[config.mk]
export PLATFORM = sky130hd
export DESIGN_NAME = vstream_meter
export DESIGN_NICKNAME = d
export VERILOG_FILES = /design/src/rtl/vstream_meter.sv
export SDC_FILE = /design/constraint.sdc
export NUM_CORES = 1
export LEC_CHECK = 0
export CORE_AREA = 2 2 151 124
export CTS_CLUSTER_DIAMETER = 40
export DETAILED_ROUTE_END_ITERATION = 8
export DIE_AREA = 0 0 153 126
export PLACE_DENSITY = 0.69
export SLEW_MARGIN = 20
export SYNTH_ARGS = -nofsm -noshare
export SYNTH_HDL_FRONTEND = slang
export SYNTH_SLANG_ARGS = --single-unit
[constraint.sdc]
create_clock -name clk -period 2.8 [get_ports clk]
set_clock_uncertainty 0.1 [all_clocks]
set_input_delay 0.56 -clock clk [delete_from_list [all_inputs] [get_ports clk]]
set_output_delay 0.56 -clock clk [all_outputs]
set_load 0.02 [all_outputs]
[src/rtl/vstream_meter.sv]
// Receive-side monitor for the di/de/hs/vs pixel stream: measures frame geometry,
// sums pixel components per frame and flags protocol violations, reported once per frame.
module vstream_meter #(
    parameter int PIXEL_WIDTH     = 8,
    parameter int DI_COUNT        = 3,
    parameter int LINE_SIZE_MAX   = 4096,
    parameter int FRAME_LINES_MAX = 4096,
    localparam int W_W = $clog2(LINE_SIZE_MAX + 1),
    localparam int H_W = $clog2(FRAME_LINES_MAX + 1)
) (
    input  logic                            clk,
    input  logic                            rst,
    input  logic [PIXEL_WIDTH*DI_COUNT-1:0] di_i,
    input  logic                            de_i,
    input  logic                            hs_i,
    input  logic                            vs_i,
    output logic [W_W-1:0]                  frame_w_o,
    output logic [H_W-1:0]                  frame_h_o,
    output logic [31:0]                     checksum_o,
    output logic [3:0]                      frame_err_o,
    output logic [15:0]                     frame_cnt_o,
    output logic                            frame_done_o
);

    typedef enum logic [1:0] {
        S_IDLE  = 2'd0,
        S_FRAME = 2'd1,
        S_LINE  = 2'd2
    } state_t;

    localparam logic [W_W-1:0] PIX_MAX  = W_W'(LINE_SIZE_MAX);
    localparam logic [H_W-1:0] LINE_MAX = H_W'(FRAME_LINES_MAX);

    function automatic logic [31:0] pix_sum(input logic [PIXEL_WIDTH*DI_COUNT-1:0] di);
        logic [31:0] s;
        s = 32'd0;
        for (int k = 0; k < DI_COUNT; k++) begin
            s = s + 32'(di[k*PIXEL_WIDTH +: PIXEL_WIDTH]);
        end
        return s;
    endfunction

    state_t         state_q, state_d;
    logic           hs_prev_q, vs_prev_q;
    logic           armed_q, armed_d;
    logic           seen_q, seen_d;
    logic [W_W-1:0] pix_cnt_q, pix_cnt_d;
    logic [H_W-1:0] line_cnt_q, line_cnt_d;
    logic [W_W-1:0] ref_w_q, ref_w_d;
    logic [31:0]    acc_q, acc_d;
    logic [3:0]     err_q, err_d;
    logic [W_W-1:0] frame_w_q, frame_w_d;
    logic [H_W-1:0] frame_h_q, frame_h_d;
    logic [31:0]    checksum_q, checksum_d;
    logic [3:0]     frame_err_q, frame_err_d;
    logic [15:0]    frame_cnt_q, frame_cnt_d;
    logic           frame_done_q, frame_done_d;

    logic hs_rise_s, hs_fall_s, vs_rise_s, vs_fall_s;
    logic count_s, close_s, eof_s, trunc_s, de_err_s;

    assign hs_rise_s = hs_i & ~hs_prev_q;
    assign hs_fall_s = ~hs_i & hs_prev_q;
    assign vs_rise_s = vs_i & ~vs_prev_q;
    assign vs_fall_s = ~vs_i & vs_prev_q;

    // armed_q only rises once vs=0 has been sampled, so a frame already active at reset release is skipped
    assign count_s  = (state_q == S_LINE) & de_i & ~hs_i & vs_i;
    assign close_s  = (state_q == S_LINE) & (hs_rise_s | vs_fall_s);
    assign eof_s    = (state_q != S_IDLE) & vs_fall_s;
    assign trunc_s  = (state_q == S_LINE) & vs_fall_s & ~hs_rise_s;
    assign de_err_s = de_i & (hs_i | ~vs_i) & ((state_q != S_IDLE) | seen_q);
    assign armed_d  = armed_q | ~vs_i;
    assign seen_d   = seen_q | (state_q != S_IDLE);

    // State and datapath registers
    always_ff @(posedge clk or negedge rst) begin
        if (!rst) begin
            state_q      <= S_IDLE;
            hs_prev_q    <= 1'b1;
            vs_prev_q    <= 1'b0;
            armed_q      <= 1'b0;
            seen_q       <= 1'b0;
            pix_cnt_q    <= '0;
            line_cnt_q   <= '0;
            ref_w_q      <= '0;
            acc_q        <= 32'd0;
            err_q        <= 4'd0;
            frame_w_q    <= '0;
            frame_h_q    <= '0;
            checksum_q   <= 32'd0;
            frame_err_q  <= 4'd0;
            frame_cnt_q  <= 16'd0;
            frame_done_q <= 1'b0;
        end else begin
            state_q      <= state_d;
            hs_prev_q    <= hs_i;
            vs_prev_q    <= vs_i;
            armed_q      <= armed_d;
            seen_q       <= seen_d;
            pix_cnt_q    <= pix_cnt_d;
            line_cnt_q   <= line_cnt_d;
            ref_w_q      <= ref_w_d;
            acc_q        <= acc_d;
            err_q        <= err_d;
            frame_w_q    <= frame_w_d;
            frame_h_q    <= frame_h_d;
            checksum_q   <= checksum_d;
            frame_err_q  <= frame_err_d;
            frame_cnt_q  <= frame_cnt_d;
            frame_done_q <= frame_done_d;
        end
    end

    // Next-state logic
    always_comb begin
        state_d = state_q;
        case (state_q)
            S_IDLE: begin
                if (vs_rise_s && armed_q) state_d = S_FRAME;
                else                      state_d = S_IDLE;
            end
            S_FRAME: begin
                if (vs_fall_s)      state_d = S_IDLE;
                else if (hs_fall_s) state_d = S_FRAME == S_FRAME ? S_LINE : S_LINE;
                else                state_d = S_FRAME;
            end
            S_LINE: begin
                if (vs_fall_s)      state_d = S_IDLE;
                else if (hs_rise_s) state_d = S_FRAME;
                else                state_d = S_LINE;
            end
            default: state_d = S_IDLE;
        endcase
    end

    // Pixel/line accumulation and end-of-frame reporting
    always_comb begin
        pix_cnt_d    = pix_cnt_q;
        line_cnt_d   = line_cnt_q;
        ref_w_d      = ref_w_q;
        acc_d        = acc_q;
        err_d        = err_q;
        frame_w_d    = frame_w_q;
        frame_h_d    = frame_h_q;
        checksum_d   = checksum_q;
        frame_err_d  = frame_err_q;
        frame_cnt_d  = frame_cnt_q;
        frame_done_d = 1'b0;

        if (state_q == S_FRAME && hs_fall_s) begin
            pix_cnt_d = '0;
        end else if (count_s) begin
            if (pix_cnt_q == PIX_MAX) begin
                err_d[2] = 1'b1;
            end else begin
                pix_cnt_d = pix_cnt_q + W_W'(1);
                acc_d     = acc_q + pix_sum(di_i);
            end
        end else begin
            pix_cnt_d = pix_cnt_q;
        end

        // Empty lines (pix_cnt=0) leave geometry untouched
        if (close_s && pix_cnt_q != '0) begin
            if (line_cnt_q == LINE_MAX) err_d[2] = 1'b1;
            else                        line_cnt_d = line_cnt_q + H_W'(1);
            if (line_cnt_q == '0)            ref_w_d  = pix_cnt_q;
            else if (pix_cnt_q != ref_w_q)   err_d[0] = 1'b1;
            else                             ref_w_d  = ref_w_q;
        end else begin
            line_cnt_d = line_cnt_d;
        end

        if (trunc_s) err_d[3] = 1'b1;
        else         err_d[3] = err_d[3];

        if (eof_s) begin
            frame_w_d    = ref_w_d;
            frame_h_d    = line_cnt_d;
            checksum_d   = acc_d;
            frame_err_d  = err_d;
            frame_cnt_d  = frame_cnt_q + 16'd1;
            frame_done_d = 1'b1;
            acc_d        = 32'd0;
            line_cnt_d   = '0;
            ref_w_d      = '0;
            err_d        = 4'd0;
        end else begin
            frame_done_d = 1'b0;
        end

        // Applied after the frame report so blanking-time de errors land in the next frame
        if (de_err_s) err_d[1] = 1'b1;
        else          err_d[1] = err_d[1];
    end

    assign frame_w_o    = frame_w_q;
    assign frame_h_o    = frame_h_q;
    assign checksum_o   = checksum_q;
    assign frame_err_o  = frame_err_q;
    assign frame_cnt_o  = frame_cnt_q;
    assign frame_done_o = frame_done_q;

endmodule

==> out/qor.txt <==
Outcome: finished with violations
Failing checks: negative setup slack
H-tree levels: 4
Largest family of logic cells by synthesized area: simple AND/OR/NAND/NOR gates
Flop-to-flop setup slack: -0.15 ns
Synth Area in XOR/XNOR: 0.0727
Largest net degree at the start of global routing: 68
Post-synthesis mux area share: 0.0232
Critical path depth: 14
R2r startpoint: acc_q[1]
Vias: 6009
Worst Path Required: 3.00 ns
Final GP Congestion: 0.796
Slew @ Worst Pin: 0.576 ns
Core Area: 17800 um2
Routed vias/inst: 5.10
Die area: 19300 um2
Critical Path Sink: checksum_o[19]
Pwr dens: 625 nW/um2
Max-cap viol count: 0
DR WL/cell: 15.3 um
Worst slew margin: 0.615
Die span in y: 126 um
1st-iter DRT viols: 341
Fin crit period: 3.23 ns
Final setup TNS: -12.03 ns
Startpoint class of the critical path: input pin
Crit path launch: di_i[17]
Vias in the first global route: 6066
Buf+Inv Stages, Crit Path: 4
Final setup viols: 41
CP max FO: 7
Cells after DPL: 1128
IO Port Bufs: 107
Final Max Tran Viols: 0
Top FF cell, synth: dfrtp_1
Post-synth ARST share: 1.00
Cells after Synth: 788
Total track usage: 0.196
Yosys warns: 0
Slowest-stage cell, CP: fa_1
EDFF count, synth: 0
Initial antenna violation count: 0
Clk_lat worst skew: 0.43 ns
Total gr overflow: 0
DRT Pass-1 Iters: 4
RSZ-0062 raised after global routing: true
Die width: 153 um
Initial Util: 0.440
I/O pin total: 108
CP most frequent cell: fa_1
Commonest cells after routing, fill and taps aside: dfrtp_1 (159), nand2_1 (109), clkdlybuf4s50_1 (82)
Area of the mapped netlist: 7830 um2
Leakage power: 4.84 nW
Post-DP HPWL: 11900 um
Clk pin slew, worst setup/hold paths: 0.06 ns
Hold Path Class: flip-flop to flip-flop
Share of post-route cells with drive strength above 1: 0.220
Kind of end point of the critical path: flip-flop
Max incr delay on CP: 0.51 ns
Global-route wire length before repair: 30600 um
Final Hold Fails: 0
Sequential-to-total area share from yosys stat: 0.511
CP top delay family: adder cells
Complex-gate fraction of the synthesized area: 0.0856
CTS Buffer Depth: 2
Reg-to-Reg End: checksum_o[19]
Remaining antenna violation count: 0
Layout Cells excl Fill: 1179
Row count: 44
CTS Sinks: 160
Final WS setup: -0.433 ns
Total wire length: 18100 um
Commonest non-fill, non-tap cell in the layout: dfrtp_1
Worst r2r path cells: 12
DRC: 0
Peak supply drop: 0.000429 V
Mean Syn Cell Area: 9.94 um2
CTS tree: yes
Unique masters post-synth: 61
WP data arrival: 3.44 ns
Post-synthesis adder-cell area fraction: 0.0665
Final net count: 997
Tcrit/Tclk final: 1.15
N_diodes: 0
CTS root buf: clkbuf_16
CTS buffer count: 17
Setup Crit Path Kind: input pin to flip-flop
Simple logic cell fraction of the synthesized area: 0.195
Cell Chain, Critical Path: buf_8, inv_8, fa_1, fa_1, inv_2, ha_4, fa_2, a211oi_2, nor2_2, a221oi_4, buf_6, nor4_2, xnor2_1, o21ai_1
Fillcell total: 1458
Synthesized net count: 849
Achievable frequency: 0.309 GHz
Area grow syn2layout: 35.6%
Synthesis-stage register bit count: 160
==> layer usage <==
layer | share of wire | global-route usage
met1 | 0.49 | 0.280
met2 | 0.46 | 0.308
met3 | 0.036 | 0.0444
met4 | 0.010 | 0.0452
met5 | 0 | 0
==> how the worst min path moves through the flow <==
stage | startpoint | end | slack [ns] | depth (start not counted)
2_1_floorplan | rst | acc_q[0] | 0.16 | 0
3_3_place_gp | seen_q | seen_q | 0.34 | 1
3_5_place_dp | seen_q | seen_q | 0.35 | 1
4_1_cts | seen_q | seen_q | 0.36 | 1
5_1_grt | seen_q | seen_q | 0.37 | 1
6_report | seen_q | seen_q | 0.36 | 1
==> kinds of logic (layout without fill, tap and decap cells) <==
logic type | after synthesis | after routing
AOI/OAI and AO/OA | 117 | 117
xor gates and xnor gates | 65 | 65
adders and majority gates | 32 | 32
buffers and inverters | 92 | 251
DFF | 160 | 160
muxes | 18 | 18
and+or+nand+nor | 304 | 306
==> through the flow <==
step           hold WS, ns  instance area [um2]  power, mW  utilization  setup slack (ns)
6_report             0.357                10600       6.64        0.597            -0.433
5_1_grt              0.367                10600       6.98        0.597            -0.593
4_1_cts              0.359                10400       6.59        0.584            -0.442
3_5_place_dp         0.345                 9580       4.18        0.539             -1.39
3_3_place_gp         0.342                 9580       4.17        0.539             -1.35
2_1_floorplan        0.164                 7980       3.54            -            -0.702
==> area by class of cell <==
| cell class | instances | area, um2 | share of cell area |
|---|---|---|---|
| sequential | 160 | 4010 | 0.377 |
| inverter | 53 | 221 | 0.0209 |
| clock buffer | 25 | 465 | 0.0438 |
| tap | 230 | 288 | 0.0271 |
| clock inverter | 7 | 87.6 | 0.00825 |
| multi-input combinational | 538 | 3950 | 0.372 |
| timing repair buffer | 166 | 1600 | 0.151 |
==> cell usage after synthesis, types with 4 or more instances <==
cell type,instances,share of area
a21o_1,4,0.0038
a21oi_1,24,0.015
and3_1,14,0.011
buf_1,4,0.0019
buf_2,9,0.0058
clkbuf_1,25,0.012
dfrtp_1,159,0.51
fa_1,16,0.041
ha_1,16,0.026
inv_1,52,0.025
mux2i_1,17,0.022
nand2_1,111,0.053
nand2b_1,7,0.0056
nand3_1,21,0.013
nand4_1,17,0.014
nor2_1,76,0.036
nor3_1,7,0.0045
nor4_1,5,0.0040
o21ai_0,44,0.028
o21ai_1,18,0.012
o31ai_1,10,0.0096
or3_1,4,0.0032
or4_1,9,0.0086
xnor2_1,35,0.039
xor2_1,30,0.034
==> flip-flops by register name, indices dropped and copies added (netlist names) <==
signal and flops:
acc_q 32, checksum_o 32, frame_cnt_o 16, frame_h_o 13, frame_w_o 13, line_cnt_q 13, pix_cnt_q 13, ref_w_q 13
err_q 4, frame_err_o 4, state_q 2, armed_q 1, frame_done_o 1, hs_prev_q 1, seen_q 1, vs_prev_q 1
==> power breakdown <==
group          total [mW]  switching (mW)  internal, mW
clock network        2.22           0.892          1.33
logic                1.83           0.970         0.864
registers            2.58           0.116          2.47
total                6.64            1.98          4.66
==> repair_timing <==
action | CTS | global route
resized for setup | 130 | 51
endpoints found under the hold margin | 1 | 0
pin swaps | 56 | 53
cloned | 2 | 0
buffers inserted | 14 | 5
setup endpoints to repair | 48 | 44
hold buffers | 1 | 0
Power figures use the tool's default switching activity.
